File: config.mk
export PLATFORM = sky130hd
export DESIGN_NAME = dmi_arbiter_flat
export DESIGN_NICKNAME = d
export VERILOG_FILES = /design/src/rtl/dmi_arb_pkg.sv /design/src/rtl/dmi_arb_if.sv /design/src/rtl/dmi_arb_rr.sv /design/src/rtl/dmi_arbiter.sv /design/src/flat_wrapper.sv
export SDC_FILE = /design/constraint.sdc
export NUM_CORES = 1
export LEC_CHECK = 0
export CORE_MARGIN = 1
export CORE_UTILIZATION = 45
export DETAILED_ROUTE_END_ITERATION = 8
export GPL_TIMING_DRIVEN = 1
export PLACE_DENSITY_LB_ADDON = 0.1
export REMOVE_ABC_BUFFERS = 1
export SYNTH_ARGS = -nofsm -noshare
export SYNTH_HDL_FRONTEND = slang
export SYNTH_SLANG_ARGS = --single-unit
File: constraint.sdc
create_clock -name clk -period 2.7 [get_ports clk]
set_input_delay 0.81 -clock clk [delete_from_list [all_inputs] [get_ports clk]]
set_output_delay 0.81 -clock clk [all_outputs]
set_load 0.05 [all_outputs]
File: src/rtl/dmi_arb_pkg.sv
// dmi_arb_pkg: shared types and constants for the DMI arbiter.
// FSM state enum, latched request bundle, read-latency limit.
package dmi_arb_pkg;

  localparam int AWIDTH = 7;
  localparam int DMI_ARB_MAX_RD_LAT = 3;

  typedef enum logic [1:0] {
    IDLE,
    ISSUE,
    WAIT,
    RESP
  } dmi_arb_state_e;

  typedef struct packed {
    logic              wr;
    logic [AWIDTH-1:0] addr;
    logic [31:0]       wdata;
  } dmi_req_t;

endpackage

File: src/rtl/dmi_arb_if.sv
// dmi_arb_if: requester channels (r0 JTAG DTM, r1 secondary) and DMI port.
// slave = arbiter side, master = requesters + debug module side.
// r0_lock/r1_lock exist only when DMI_ARB_LOCK_EN is defined.
interface dmi_arb_if;
  import dmi_arb_pkg::*;

`ifdef DMI_ARB_LOCK_EN
  logic              r0_lock;
  logic              r1_lock;
`endif
  logic              r0_req_valid;
  logic              r0_req_ready;
  logic              r0_req_wr;
  logic [AWIDTH-1:0] r0_req_addr;
  logic [31:0]       r0_req_wdata;
  logic              r0_rsp_valid;
  logic [31:0]       r0_rsp_rdata;

  logic              r1_req_valid;
  logic              r1_req_ready;
  logic              r1_req_wr;
  logic [AWIDTH-1:0] r1_req_addr;
  logic [31:0]       r1_req_wdata;
  logic              r1_rsp_valid;
  logic [31:0]       r1_rsp_rdata;

  logic              dmi_reg_en;
  logic              dmi_reg_wr_en;
  logic [AWIDTH-1:0] dmi_reg_addr;
  logic [31:0]       dmi_reg_wdata;
  logic [31:0]       dmi_reg_rdata;

  logic              busy;
  logic              owner;

  modport slave (
`ifdef DMI_ARB_LOCK_EN
    input  r0_lock, r1_lock,
`endif
    input  r0_req_valid, r0_req_wr,
    input  r0_req_addr, r0_req_wdata,
    output r0_req_ready,
    output r0_rsp_valid, r0_rsp_rdata,
    input  r1_req_valid, r1_req_wr,
    input  r1_req_addr, r1_req_wdata,
    output r1_req_ready,
    output r1_rsp_valid, r1_rsp_rdata,
    output dmi_reg_en, dmi_reg_wr_en,
    output dmi_reg_addr, dmi_reg_wdata,
    input  dmi_reg_rdata,
    output busy, owner
  );

  modport master (
`ifdef DMI_ARB_LOCK_EN
    output r0_lock, r1_lock,
`endif
    output r0_req_valid, r0_req_wr,
    output r0_req_addr, r0_req_wdata,
    input  r0_req_ready,
    input  r0_rsp_valid, r0_rsp_rdata,
    output r1_req_valid, r1_req_wr,
    output r1_req_addr, r1_req_wdata,
    input  r1_req_ready,
    input  r1_rsp_valid, r1_rsp_rdata,
    input  dmi_reg_en, dmi_reg_wr_en,
    input  dmi_reg_addr, dmi_reg_wdata,
    output dmi_reg_rdata,
    input  busy, owner
  );

endinterface

File: src/rtl/dmi_arb_rr.sv
// dmi_arb_rr: 2-way round-robin picker; prio names the preferred side.
// Ports: valid[1:0], prio, (lock_act, lock_idx if DMI_ARB_LOCK_EN) -> gnt, winner.
module dmi_arb_rr (
  input  logic [1:0] valid,
  input  logic       prio,
`ifdef DMI_ARB_LOCK_EN
  input  logic       lock_act,
  input  logic       lock_idx,
`endif
  output logic [1:0] gnt,
  output logic       winner
);

  logic [1:0] elig;

`ifdef DMI_ARB_LOCK_EN
  // A held lock masks out everyone but the lock holder.
  assign elig = lock_act
    ? (valid & (lock_idx ? 2'b10 : 2'b01))
    : valid;
`else
  assign elig = valid;
`endif

  always_comb begin
    winner = 1'b0;
    gnt    = 2'b00;
    unique case (1'b1)
      (elig == 2'b11): begin
        winner = prio;
        gnt    = prio ? 2'b10 : 2'b01;
      end
      (elig == 2'b10): begin
        winner = 1'b1;
        gnt    = 2'b10;
      end
      (elig == 2'b01): begin
        winner = 1'b0;
        gnt    = 2'b01;
      end
      default: ;
    endcase
  end

endmodule

File: src/rtl/dmi_arbiter.sv
// dmi_arbiter: round-robin arbiter/sequencer for the single DMI port.
// Ports: clk, rst_n, bus (dmi_arb_if.slave); param RD_LAT (0..3).
// Optional lock feature: DMI_ARB_LOCK_EN.
module dmi_arbiter
  import dmi_arb_pkg::*;
#(
  parameter int RD_LAT = 1
) (
  input logic     clk,
  input logic     rst_n,
  dmi_arb_if.slave bus
);

  localparam int LAT_C =
    (RD_LAT > DMI_ARB_MAX_RD_LAT) ? DMI_ARB_MAX_RD_LAT : RD_LAT;
  localparam int CNT_INIT = (LAT_C > 0) ? LAT_C - 1 : 0;

  dmi_arb_state_e state_q;
  dmi_arb_state_e state_d;
  dmi_req_t       req_q;
  dmi_req_t       req_in;
  logic [1:0]     cnt_q;
  logic [1:0]     cnt_d;
  logic           owner_q;
  logic           prio_q;
  logic [31:0]    rdata0_q;
  logic [31:0]    rdata1_q;
  logic [1:0]     gnt;
  logic           winner;
  logic           idle;
  logic           accept;
  logic           capture;

  assign idle   = (state_q == IDLE);
  assign accept = idle & (|gnt);

`ifdef DMI_ARB_LOCK_EN
  logic locked_q;
  logic owner_lock;
  logic lock_act;

  assign owner_lock = owner_q ? bus.r1_lock : bus.r0_lock;
  assign lock_act   = locked_q & owner_lock;
`endif

  dmi_arb_rr u_rr (
    .valid   ({bus.r1_req_valid, bus.r0_req_valid}),
    .prio    (prio_q),
`ifdef DMI_ARB_LOCK_EN
    .lock_act(lock_act),
    .lock_idx(owner_q),
`endif
    .gnt     (gnt),
    .winner  (winner)
  );

  assign bus.r0_req_ready = idle & gnt[0];
  assign bus.r1_req_ready = idle & gnt[1];

  always_comb begin
    req_in = '0;
    if (winner) begin
      req_in.wr    = bus.r1_req_wr;
      req_in.addr  = bus.r1_req_addr;
      req_in.wdata = bus.r1_req_wdata;
    end else begin
      req_in.wr    = bus.r0_req_wr;
      req_in.addr  = bus.r0_req_addr;
      req_in.wdata = bus.r0_req_wdata;
    end
  end

  always_comb begin
    state_d = state_q;
    cnt_d   = cnt_q;
    capture = 1'b0;
    unique case (state_q)
      IDLE: begin
        if (accept) state_d = ISSUE;
      end
      ISSUE: begin
        if (LAT_C == 0) begin
          capture = 1'b1;
          state_d = RESP;
        end else begin
          cnt_d   = 2'(CNT_INIT);
          state_d = WAIT;
        end
      end
      WAIT: begin
        if (cnt_q == 2'd0) begin
          capture = 1'b1;
          state_d = RESP;
        end else begin
          cnt_d = cnt_q - 2'd1;
        end
      end
      RESP: begin
        state_d = IDLE;
      end
      default: begin
        state_d = IDLE;
      end
    endcase
  end

  always_ff @(posedge clk or negedge rst_n) begin
    if (!rst_n) begin
      state_q  <= IDLE;
      cnt_q    <= 2'd0;
      req_q    <= '0;
      owner_q  <= 1'b0;
      prio_q   <= 1'b0;
      rdata0_q <= '0;
      rdata1_q <= '0;
    end else begin
      state_q <= state_d;
      cnt_q   <= cnt_d;
      if (accept) begin
        req_q   <= req_in;
        owner_q <= winner;
      end
      if (capture && !owner_q) begin
        rdata0_q <= bus.dmi_reg_rdata;
      end
      if (capture && owner_q) begin
        rdata1_q <= bus.dmi_reg_rdata;
      end
      if (state_q == RESP) begin
        prio_q <= ~owner_q;
      end
    end
  end

`ifdef DMI_ARB_LOCK_EN
  // Lock is taken at completion and dropped once the
  // holder lets go while the arbiter is idle.
  always_ff @(posedge clk or negedge rst_n) begin
    if (!rst_n) begin
      locked_q <= 1'b0;
    end else if (state_q == RESP) begin
      locked_q <= owner_lock;
    end else if (idle && !owner_lock) begin
      locked_q <= 1'b0;
    end
  end
`endif

  assign bus.dmi_reg_en    = (state_q == ISSUE);
  assign bus.dmi_reg_wr_en = (state_q == ISSUE) & req_q.wr;
  assign bus.dmi_reg_addr  = req_q.addr;
  assign bus.dmi_reg_wdata = req_q.wdata;

  assign bus.r0_rsp_valid = (state_q == RESP) & ~owner_q;
  assign bus.r1_rsp_valid = (state_q == RESP) & owner_q;
  assign bus.r0_rsp_rdata = rdata0_q;
  assign bus.r1_rsp_rdata = rdata1_q;

  assign bus.busy  = ~idle;
  assign bus.owner = owner_q;

endmodule

File: src/flat_wrapper.sv
// flat-port wrapper written by rule: the top's interface ports become plain ports
module dmi_arbiter_flat import dmi_arb_pkg::*;
#(
  parameter int RD_LAT = 1
)
  (clk, rst_n, bus_r0_req_valid, bus_r0_req_wr, bus_r0_req_addr, bus_r0_req_wdata, bus_r0_req_ready, bus_r0_rsp_valid, bus_r0_rsp_rdata, bus_r1_req_valid, bus_r1_req_wr, bus_r1_req_addr, bus_r1_req_wdata, bus_r1_req_ready, bus_r1_rsp_valid, bus_r1_rsp_rdata, bus_dmi_reg_en, bus_dmi_reg_wr_en, bus_dmi_reg_addr, bus_dmi_reg_wdata, bus_dmi_reg_rdata, bus_busy, bus_owner);
  dmi_arb_if bus_i ();
  input logic clk;
  input logic rst_n;
  input wire logic [$bits(bus_i.r0_req_valid)-1:0] bus_r0_req_valid;
  input wire logic [$bits(bus_i.r0_req_wr)-1:0] bus_r0_req_wr;
  input wire logic [$bits(bus_i.r0_req_addr)-1:0] bus_r0_req_addr;
  input wire logic [$bits(bus_i.r0_req_wdata)-1:0] bus_r0_req_wdata;
  output wire logic [$bits(bus_i.r0_req_ready)-1:0] bus_r0_req_ready;
  output wire logic [$bits(bus_i.r0_rsp_valid)-1:0] bus_r0_rsp_valid;
  output wire logic [$bits(bus_i.r0_rsp_rdata)-1:0] bus_r0_rsp_rdata;
  input wire logic [$bits(bus_i.r1_req_valid)-1:0] bus_r1_req_valid;
  input wire logic [$bits(bus_i.r1_req_wr)-1:0] bus_r1_req_wr;
  input wire logic [$bits(bus_i.r1_req_addr)-1:0] bus_r1_req_addr;
  input wire logic [$bits(bus_i.r1_req_wdata)-1:0] bus_r1_req_wdata;
  output wire logic [$bits(bus_i.r1_req_ready)-1:0] bus_r1_req_ready;
  output wire logic [$bits(bus_i.r1_rsp_valid)-1:0] bus_r1_rsp_valid;
  output wire logic [$bits(bus_i.r1_rsp_rdata)-1:0] bus_r1_rsp_rdata;
  output wire logic [$bits(bus_i.dmi_reg_en)-1:0] bus_dmi_reg_en;
  output wire logic [$bits(bus_i.dmi_reg_wr_en)-1:0] bus_dmi_reg_wr_en;
  output wire logic [$bits(bus_i.dmi_reg_addr)-1:0] bus_dmi_reg_addr;
  output wire logic [$bits(bus_i.dmi_reg_wdata)-1:0] bus_dmi_reg_wdata;
  input wire logic [$bits(bus_i.dmi_reg_rdata)-1:0] bus_dmi_reg_rdata;
  output wire logic [$bits(bus_i.busy)-1:0] bus_busy;
  output wire logic [$bits(bus_i.owner)-1:0] bus_owner;
  assign bus_i.r0_req_valid = bus_r0_req_valid;
  assign bus_i.r0_req_wr = bus_r0_req_wr;
  assign bus_i.r0_req_addr = bus_r0_req_addr;
  assign bus_i.r0_req_wdata = bus_r0_req_wdata;
  assign bus_r0_req_ready = bus_i.r0_req_ready;
  assign bus_r0_rsp_valid = bus_i.r0_rsp_valid;
  assign bus_r0_rsp_rdata = bus_i.r0_rsp_rdata;
  assign bus_i.r1_req_valid = bus_r1_req_valid;
  assign bus_i.r1_req_wr = bus_r1_req_wr;
  assign bus_i.r1_req_addr = bus_r1_req_addr;
  assign bus_i.r1_req_wdata = bus_r1_req_wdata;
  assign bus_r1_req_ready = bus_i.r1_req_ready;
  assign bus_r1_rsp_valid = bus_i.r1_rsp_valid;
  assign bus_r1_rsp_rdata = bus_i.r1_rsp_rdata;
  assign bus_dmi_reg_en = bus_i.dmi_reg_en;
  assign bus_dmi_reg_wr_en = bus_i.dmi_reg_wr_en;
  assign bus_dmi_reg_addr = bus_i.dmi_reg_addr;
  assign bus_dmi_reg_wdata = bus_i.dmi_reg_wdata;
  assign bus_i.dmi_reg_rdata = bus_dmi_reg_rdata;
  assign bus_busy = bus_i.busy;
  assign bus_owner = bus_i.owner;
  dmi_arbiter #(.RD_LAT(RD_LAT)) u_core (.clk(clk), .rst_n(rst_n), .bus(bus_i));
endmodule
# Word level (Yosys, flattened, before mapping)
# Cells that the tools add are included.
# op_classes
eq_ne	9
div	0
n_lt_le_gt_ge	0
mul	0
n_mux	11
bitwise	8
n_reduce_logical	9
add_sub_neg	1
shift	0
# ops
operator	count
40-bit 2-to-1 mux	1
2-bit == test, second input constant	4
2-bit 2-to-1 mux	4
2-bit one-hot mux with 4 select lines	1
1-bit bitwise AND	6
2-bit one-hot mux with 3 select lines	1
2-bit by 1-bit == test with 1-bit output, second input constant	2
2-bit logical NOT	2
2-bit != test, second input constant	2
2-bit one-hot mux with 2 select lines	1
2-bit AND reduction	2
1-bit logical AND	2
1-bit 2-to-1 mux	2
2-bit by 1-bit != test with 1-bit output, second input constant	1
1-bit NOT	2
1-bit one-hot mux with 2 select lines	1
2-bit nonzero test	1
2-bit OR reduction	1
2-bit by 1-bit subtractor with 2-bit output, second input constant	1
1-bit logical NOT	1
# word_totals
mem_bits_ro	0
register_bits	110
ram_bits	0
latchBits	0
memories	0

# Logic depth before layout (Yosys ltp)
# Gate-level depths: netlist of run 1.
# depth
word_depth	6
mapped_depth	6
depth_no_buf	5

# Modules after synthesis
# From an unflattened synthesis of run 1, not the netlist that was laid out.
# hier_totals
hier_cells	390
area_unflattened_um2	4914.7
# by_module_without_submodules
mod	cells_each	n_inst	area_per_inst_um2
dmi_arbiter	386	1	4888.4
dmi_arb_rr	4	1	26.3

# Worst setup path before layout of run 1
# No wires, ideal clock.
# synth_path
kind	input to output
start	input port bus_r1_req_valid
end	output port bus_r1_req_ready
path_buffers	1
t_arrival_ns	2.169
path_stages	3
required_time_ns	1.890
slack_ns	-0.279
path_cell_list	buf_2 -> inv_1 -> nor3_1
# synth_via
elab_chain_len	3
word_cells_on_any_way	5
classes_between	eq/ne (3); mux (1); bitwise (1)
# synth_rtl
element	line	rtl
start: declaration	flat_wrapper.sv:17	input wire logic [$bits(bus_i.r1_req_valid)-1:0] bus_r1_req_valid;
2-bit by 1-bit == test with 1-bit output, or another cell as far along	dmi_arb_rr.sv:37	(elig == 2'b01): begin
2-bit one-hot mux with 3 select lines (*)	dmi_arb_rr.sv:28	unique case (1'b1)
1-bit bitwise AND (*)	dmi_arbiter.sv:58	assign bus.r1_req_ready = idle & gnt[1];
end: declaration	flat_wrapper.sv:21	output wire logic [$bits(bus_i.r1_req_ready)-1:0] bus_r1_req_ready;
# Every way passes the cells marked *; elsewhere a longest branch is shown, timed or not.

# Worst setup path in the final report of run 1
# layout_path
start	input port bus_r0_req_valid
end	output port bus_r1_req_ready
# layout_via
elab_chain_len	3
word_cells_on_any_way	5
classes_between	eq/ne (3); mux (1); bitwise (1)
# layout_rtl
element	line	rtl
start: declaration	flat_wrapper.sv:10	input wire logic [$bits(bus_i.r0_req_valid)-1:0] bus_r0_req_valid;
2-bit by 1-bit == test with 1-bit output, or another cell as far along	dmi_arb_rr.sv:37	
2-bit one-hot mux with 3 select lines (*)	dmi_arb_rr.sv:28	
1-bit bitwise AND (*)	dmi_arbiter.sv:58	
# Marks and branches as above.

==> out/metrics.cfg, run 1 <==
[worst_setup_path]
cp.required_ps = 1890
crit_type = in -> out
r2r_cells = 5
startpoint = bus_r0_req_valid
timing.rr.start = u_core.state_q[0]
cp-start-kind = input pin
rrSetupSlack_ps = 940
cp_cell_sequence = clkdlybuf4s50_1, and2b_1, nor3_2, buf_4, buf_12
cp.arrival_ps = 1830
cp_slowest_stage_delay_ps = 440
end_kind = output port
r2r_end = u_core.bus.r0_rsp_rdata[27]
crit_slowest_cell = clkdlybuf4s50_1
critPathMaxFanout = 3

[timing]
worst_pin_slew_ps = 549
rsz0062_at_grt = no
period_needed_ps = 2640
fmax_mhz = 379
setup_viol = 0
maxSlewHeadroom_pct = 63.3
hold_viol = 0
fin_crit_sh_pct = 97.7
maxSlewViolCount = 0
skew_ps = 10.5

[floorplan]
core_area_um2 = 10500
die_y_um = 107
initial_core_util_pct = 47.2
dieArea_um2 = 11400
std_cell_rows = 37
die_width_um = 107
io_pins = 227

[cells_and_area]
layout.nets = 745
drive_gt1_share_pct = 16.6
fin_cells = 764
area_growth_pct = 47.2
final_cell_area_um2 = 7260
diodes = 0
final_util_pct = 69.4

[detailed_routing]
drt_iter0_markers = 171
wl_per_cell_um = 17.6
final_antenna_net_count = 0
wirelength_um = 13500
dr.pass1.iters = 5
drc_errors = 0
vias = 4039
vias_per_cell = 5.29

[logic_synthesis]
synth.area.mux_share_pct = 14.8
yosysTopAreaCell = dfrtp_1
ys_top_cells_by_count = dfrtp_1 (110), mux2_2 (65), nor2_1 (43)
synth-edff-count = 0
ys.flop_type = dfrtp_1
ys_types = 25
yosysSeqAreaShare_pct = 55.8
synth_top_cell_area_share_pct = 55.8
synth_area_per_cell_um2 = 11.2
synth_compound_area_share_pct = 14.5
syn_area_um2 = 4930
synth-simple-area-share_pct = 4.51
synth_top_family_by_area = multiplexers
yosysWarnings = 0
synth.area.top_cells = dfrtp_1 (56%), mux2_2 (15%), buf_4 (5.9%)
syn_inst = 440
ys_ff_latch = 110
synth-async-reset-ratio_pct = 100
synth_most_common_cell = dfrtp_1
synth_adder_area_share_pct = 1.27
synth_xor_area_share_pct = 0

[grt]
grt_max_degree = 49
grt_usage_pct = 23.7
grt_remaining_overflow = 0
grt_pass1_wl_um = 20800
antenna_found_initial = 0
grt_pass1_vias = 4139

[power]
finalPower_uw = 10700
power_frac_comb_pct = 64.2
p_seq_share_pct = 27.4
vdd.ir_drop.worst_v = 0.000778
powerDensity_nw_per_um2 = 1470
switching_share_pct = 50.3
net-switching-power_uw = 5380
p_clk_share_pct = 8.4
p_int_uw = 5320
power_leakage_uw = 0.00297

[placement]
gp_congestion = 0.808
port_buffers = 226
dpl.hpwl_um = 9590
placed_cell_area_um2 = 7090
dp.cells = 749

[job]
maxCapViolCount = 0

[clock_tree]
root_buffer = clkbuf_8
h-tree-depth = 3
cts_tree = yes
clkSinkCount = 110
hold_buffers = 0
ctsLongestPathBuffers = 2
clk_latency_ps = 370
path_clk_slew_ps = 100
numCtsBuffers = 9

[outcome]
status = finished clean

[worst_hold_path]
min_path_type = in -> async

-- per-stage QoR --
step	setup TNS, ps	setup slack (ps)	hold WS (ps)
floorplan	-469	-469	456
CTS	0	35.5	345
finish	0	63.4	342
global route	0	27.0	351
global placement	0	43.8	471
detailed placement	0	34.0	491
-- state kept, by name, summed over array words and instances, names as in the netlist --
signal	cells
u_core.bus.dmi_reg_addr	7
u_core.bus.dmi_reg_wdata	32
u_core.bus.owner	1
u_core.bus.r0_rsp_rdata	32
u_core.bus.r1_rsp_rdata	32
u_core.cnt_q	2
u_core.prio_q	1
u_core.req_q	1
u_core.state_q	2
-- critical path, delay by kind of cell --
family | cells | cell delay (ps)
buf+inv | 3 | 710
simple gates | 2 | 310
-- layout by cell type (no fill, tap or decap), types with 3 or more instances in the layout --
| master | count |
|---|---|
| nor2_1 | 43 |
| ha_1 | 5 |
| buf_4 | 21 |
| o21ai_0 | 41 |
| a21oi_1 | 41 |
| mux2_2 | 65 |
| dfrtp_1 | 110 |
| buf_12 | 3 |
| clkbuf_8 | 10 |
| a31oi_1 | 40 |
| clkdlybuf4s50_1 | 218 |
| inv_1 | 7 |
-- power groups by stage --
stage	registers [uW]	logic, uW	clock network, uW
finish	2930	6880	895
global route	3030	7190	982
CTS	2940	6930	922
detailed placement	2960	6920	0
global placement	2930	6820	0
floorplan	5710	1680	0
-- worst max-delay path by stage --
stage / to / cells after the start
2_1_floorplan: bus_r1_req_ready / 2
3_3_place_gp: bus_r1_req_ready / 5
5_1_grt: bus_r1_req_ready / 5
4_1_cts: bus_r1_req_ready / 5
6_report: bus_r1_req_ready / 5
3_5_place_dp: bus_r1_req_ready / 5
-- logic make-up (layout without fill, tap and decap cells) --
family | after synthesis | count (layout)
adders and majority gates | 5 | 5
and+or+nand+nor | 54 | 54
DFF | 110 | 110
buffers and inverters | 77 | 265
muxes | 65 | 65
AOI/OAI and AO/OA | 129 | 129
-- metal layers --
| metal | global-route usage [%] | vias up | routed length, um | part of all wire, % |
|---|---|---|---|---|
| met5 | 0 | - | 0 | 0 |
| met2 | 40.7 | 190 | 6720 | 50 |
| li1 | - | 1862 | - | - |
| met1 | 28.0 | 1968 | 5250 | 39 |
| met3 | 6.99 | 19 | 1210 | 9.0 |
| met4 | 8.71 | 0 | 272 | 2.0 |
-- layout make-up --
cell class	instances	area, um2
Clock buffer	12	145
Clock inverter	3	21.3
Fill cell	828	3200
Inverter	7	26.3
Multi-Input combinational cell	253	1740
Sequential cell	110	2750
Tap cell	136	170
Timing Repair Buffer	243	2410
-- what timing repair did --
item	in CTS	in global routing
setup buffers	0	0
gates resized for setup	1	1
setup endpoints to repair	1	1
pin swaps	0	0
No activity file was read; power rests on OpenSTA's default activity.
==> inputs of run 2 (changes only) <==
- ABC_AREA: not set -> 1
- CORE_UTILIZATION: 45 -> 47
- SLEW_MARGIN: not set -> 5
- SYNTH_HIERARCHICAL: not set -> 1
==> run 2 against run 1 <==
Worst setup slack improved by 2.8 ps. Non-clock buffer count fell by 7. First-iteration DRC count rose by 30%. Highest routed layer unchanged. Sequential cell count did not move. Sequential power fell by 1%. Synthesized area rose by 11%. Critical endpoint unchanged. Critical path type unchanged.
==> out/metrics.cfg, run 2 <==
[outcome]
status = finished clean

[cells_and_area]
mostFrequentLayoutCells = nand2_1 (245), clkdlybuf4s50_1 (218), dfrtp_1 (110)
layout_commonest_cell = nand2_1
nFillCells = 875
fin_cells = 960
area_growth_pct = 43.5
drive_gt1_share_pct = 12.4
diodes = 0
layout.nets = 938

[timing]
setup-tns-final_ps = 0
hold_viol = 0
maxSlewViolCount = 0
setup_viol = 0
worst_pin_slew_ps = 657
fmax_mhz = 380
period_needed_ps = 2630
skew_ps = 6.24
fin_crit_sh_pct = 97.5
maxSlewHeadroom_pct = 56.2
rsz0062_at_grt = no

[grt]
grt_pass1_wl_um = 19900
grt_remaining_overflow = 0
use_met3_pct = 8.06
grt_max_degree = 111
grt_pass1_vias = 4363
antenna_found_initial = 0
grt_usage_pct = 21.6
use_met2_pct = 38.4
grt_use_met1_pct = 23.5
top_usage_layer = met2

[detailed_routing]
drc_errors = 0
dr.pass1.iters = 4
final_antenna_net_count = 0
drt_iter0_markers = 222
wl_per_cell_um = 13.0
vias = 4388
vias_per_cell = 4.57
wirelength_um = 12500

[placement]
dp.cells = 944
dpl.hpwl_um = 9090
gp_congestion = 0.798
port_buffers = 226

[power]
power_frac_comb_pct = 61.3
p_clk_share_pct = 12.7
p_seq_share_pct = 26.0
p_int_uw = 5500
powerDensity_nw_per_um2 = 1420
power_leakage_uw = 0.00391
finalPower_uw = 11100
net-switching-power_uw = 5610
vdd.ir_drop.worst_v = 0.00101
switching_share_pct = 50.5

[logic_synthesis]
yosysWarnings = 6
synth_adder_area_share_pct = 1.61
syn_area_um2 = 5450
yosysTopAreaCell = dfrtp_1
synth-simple-area-share_pct = 18.2
synth.area.top_cells = dfrtp_1 (50%), nand2_1 (17%), o21ai_2 (10%)
synth-edff-count = 0
synth_xor_area_share_pct = 0
ys.flop_type = dfrtp_1
synth.area.mux_share_pct = 0
synth-async-reset-ratio_pct = 100
synth_area_per_cell_um2 = 8.58
ys_ff_latch = 110
synth_compound_area_share_pct = 14.4
syn_inst = 636
synth_top_cell_area_share_pct = 50.5
synth_most_common_cell = nand2_1
yosysSeqAreaShare_pct = 50.5
ys_top_cells_by_count = nand2_1 (246), dfrtp_1 (110), inv_1 (86)
ys_types = 17
synth_top_family_by_area = simple AND/OR/NAND/NOR gates

[worst_setup_path]
crit_family = buffers and inverters
critPathMaxFanout = 3
crit_slowest_cell = clkdlybuf4s50_1
cp.arrival_ps = 1820
cp-start-kind = input pin
end_kind = output port
cp.required_ps = 1890
crit_buf_inv = 3
cp_slowest_stage_delay_ps = 510
cp_cell_sequence = clkdlybuf4s50_1, nand2_1, nand2_1, nand2_1, inv_2, buf_12
startpoint = bus_r1_req_valid
timing.rr.start = u_core/state_q[0]
crit_path_frequent_cell = nand2_1
crit_type = in -> out

[clock_tree]
h-tree-depth = 3
cts_tree = yes
hold_buffers = 0
ctsLongestPathBuffers = 2
path_clk_slew_ps = 70
clkSinkCount = 110
root_buffer = clkbuf_16
numCtsBuffers = 9
postCtsSetupBuffers = 0
clk_latency_ps = 350

[worst_hold_path]
worstHoldStart = u_core/bus.dmi_reg_wdata[24]
min_path_type = reg -> reg

[floorplan]
std_cell_rows = 38
dieArea_um2 = 12000
core_area_um2 = 11100
die_y_um = 110
die_width_um = 110
io_pins = 227
initial_core_util_pct = 49.2

[job]
maxCapViolCount = 0

[run 2: stage by stage]
stage	util, %	instance area, um2	setup WS, ps	hold slack (ps)
after global placement	67.8	7510	95.2	460
after global routing	70.7	7830	3.20	505
after detailed placement	67.8	7510	50.6	464
after CTS	70.7	7830	44.9	483
final	70.7	7830	66.2	478
after floorplan	-	4940	199	449
[run 2: timing repair]
item | in CTS | in global routing
endpoints found under the setup margin | 3 | 1
resized for setup | 3 | 1
hold endpoints to repair | 0 | 0
[run 2: power by group through the flow]
| stage | Sequential, uW | Combinational (uW) | Clock [uW] |
|---|---|---|---|
| 4_1_cts | 2900 | 6870 | 1450 |
| 3_5_place_dp | 2920 | 6860 | 0 |
| 6_report | 2890 | 6810 | 1410 |
| 2_1_floorplan | 5510 | 1860 | 0 |
| 3_3_place_gp | 2880 | 6760 | 0 |
| 5_1_grt | 2990 | 7250 | 1520 |
[run 2: final timing paths]
path	endpoint	slack, ps	cells past startpoint
max reg2reg	u_core/bus.r0_rsp_rdata[22]	790	6
max	bus_r1_req_ready	70	6
min reg2reg	u_core/bus.dmi_reg_wdata[24]	480	2
min in group asynchronous	u_core/bus.dmi_reg_wdata[5]	520	2
max in group asynchronous	u_core/bus.r1_rsp_rdata[25]	1730	2
min	u_core/bus.dmi_reg_wdata[24]	480	2
[run 2: layer usage]
metal  part of all wire, %  wire, um
met1                    39      4880
met2                    51      6380
met3                   8.2      1020
met4                   1.9       234
met5                     0         0
[run 2: kinds of logic after synthesis]
group / Yosys count
AO/OA/AOI/OAI: 109
flip-flops: 110
AND/OR/NAND/NOR: 255
adder cells (fa/ha/maj): 7
buffers and inverters: 155
[run 2: worst min-delay path: stages (launching register included)]
cell and delay (ps):
dfrtp_1 340, nand2_1 50, nand2_1 50
[run 2: cell type report]
| class | instances | area [um2] | area share, % |
|---|---|---|---|
| multi-input combinational | 371 | 1870 | 23.9 |
| sequential | 110 | 2750 | 35.2 |
| clock inverter | 7 | 97.6 | 1.25 |
| inverter | 87 | 327 | 4.17 |
| clock buffer | 9 | 225 | 2.88 |
| tap | 140 | 175 | 2.24 |
| timing repair buffer | 236 | 2380 | 30.4 |
==> inputs of run 3 (changes only) <==
- HOLD_SLACK_MARGIN: not set -> 0.1
==> results of run 3 <==
Same layout as run 2: the final DEF is identical, and so are final timing and power.
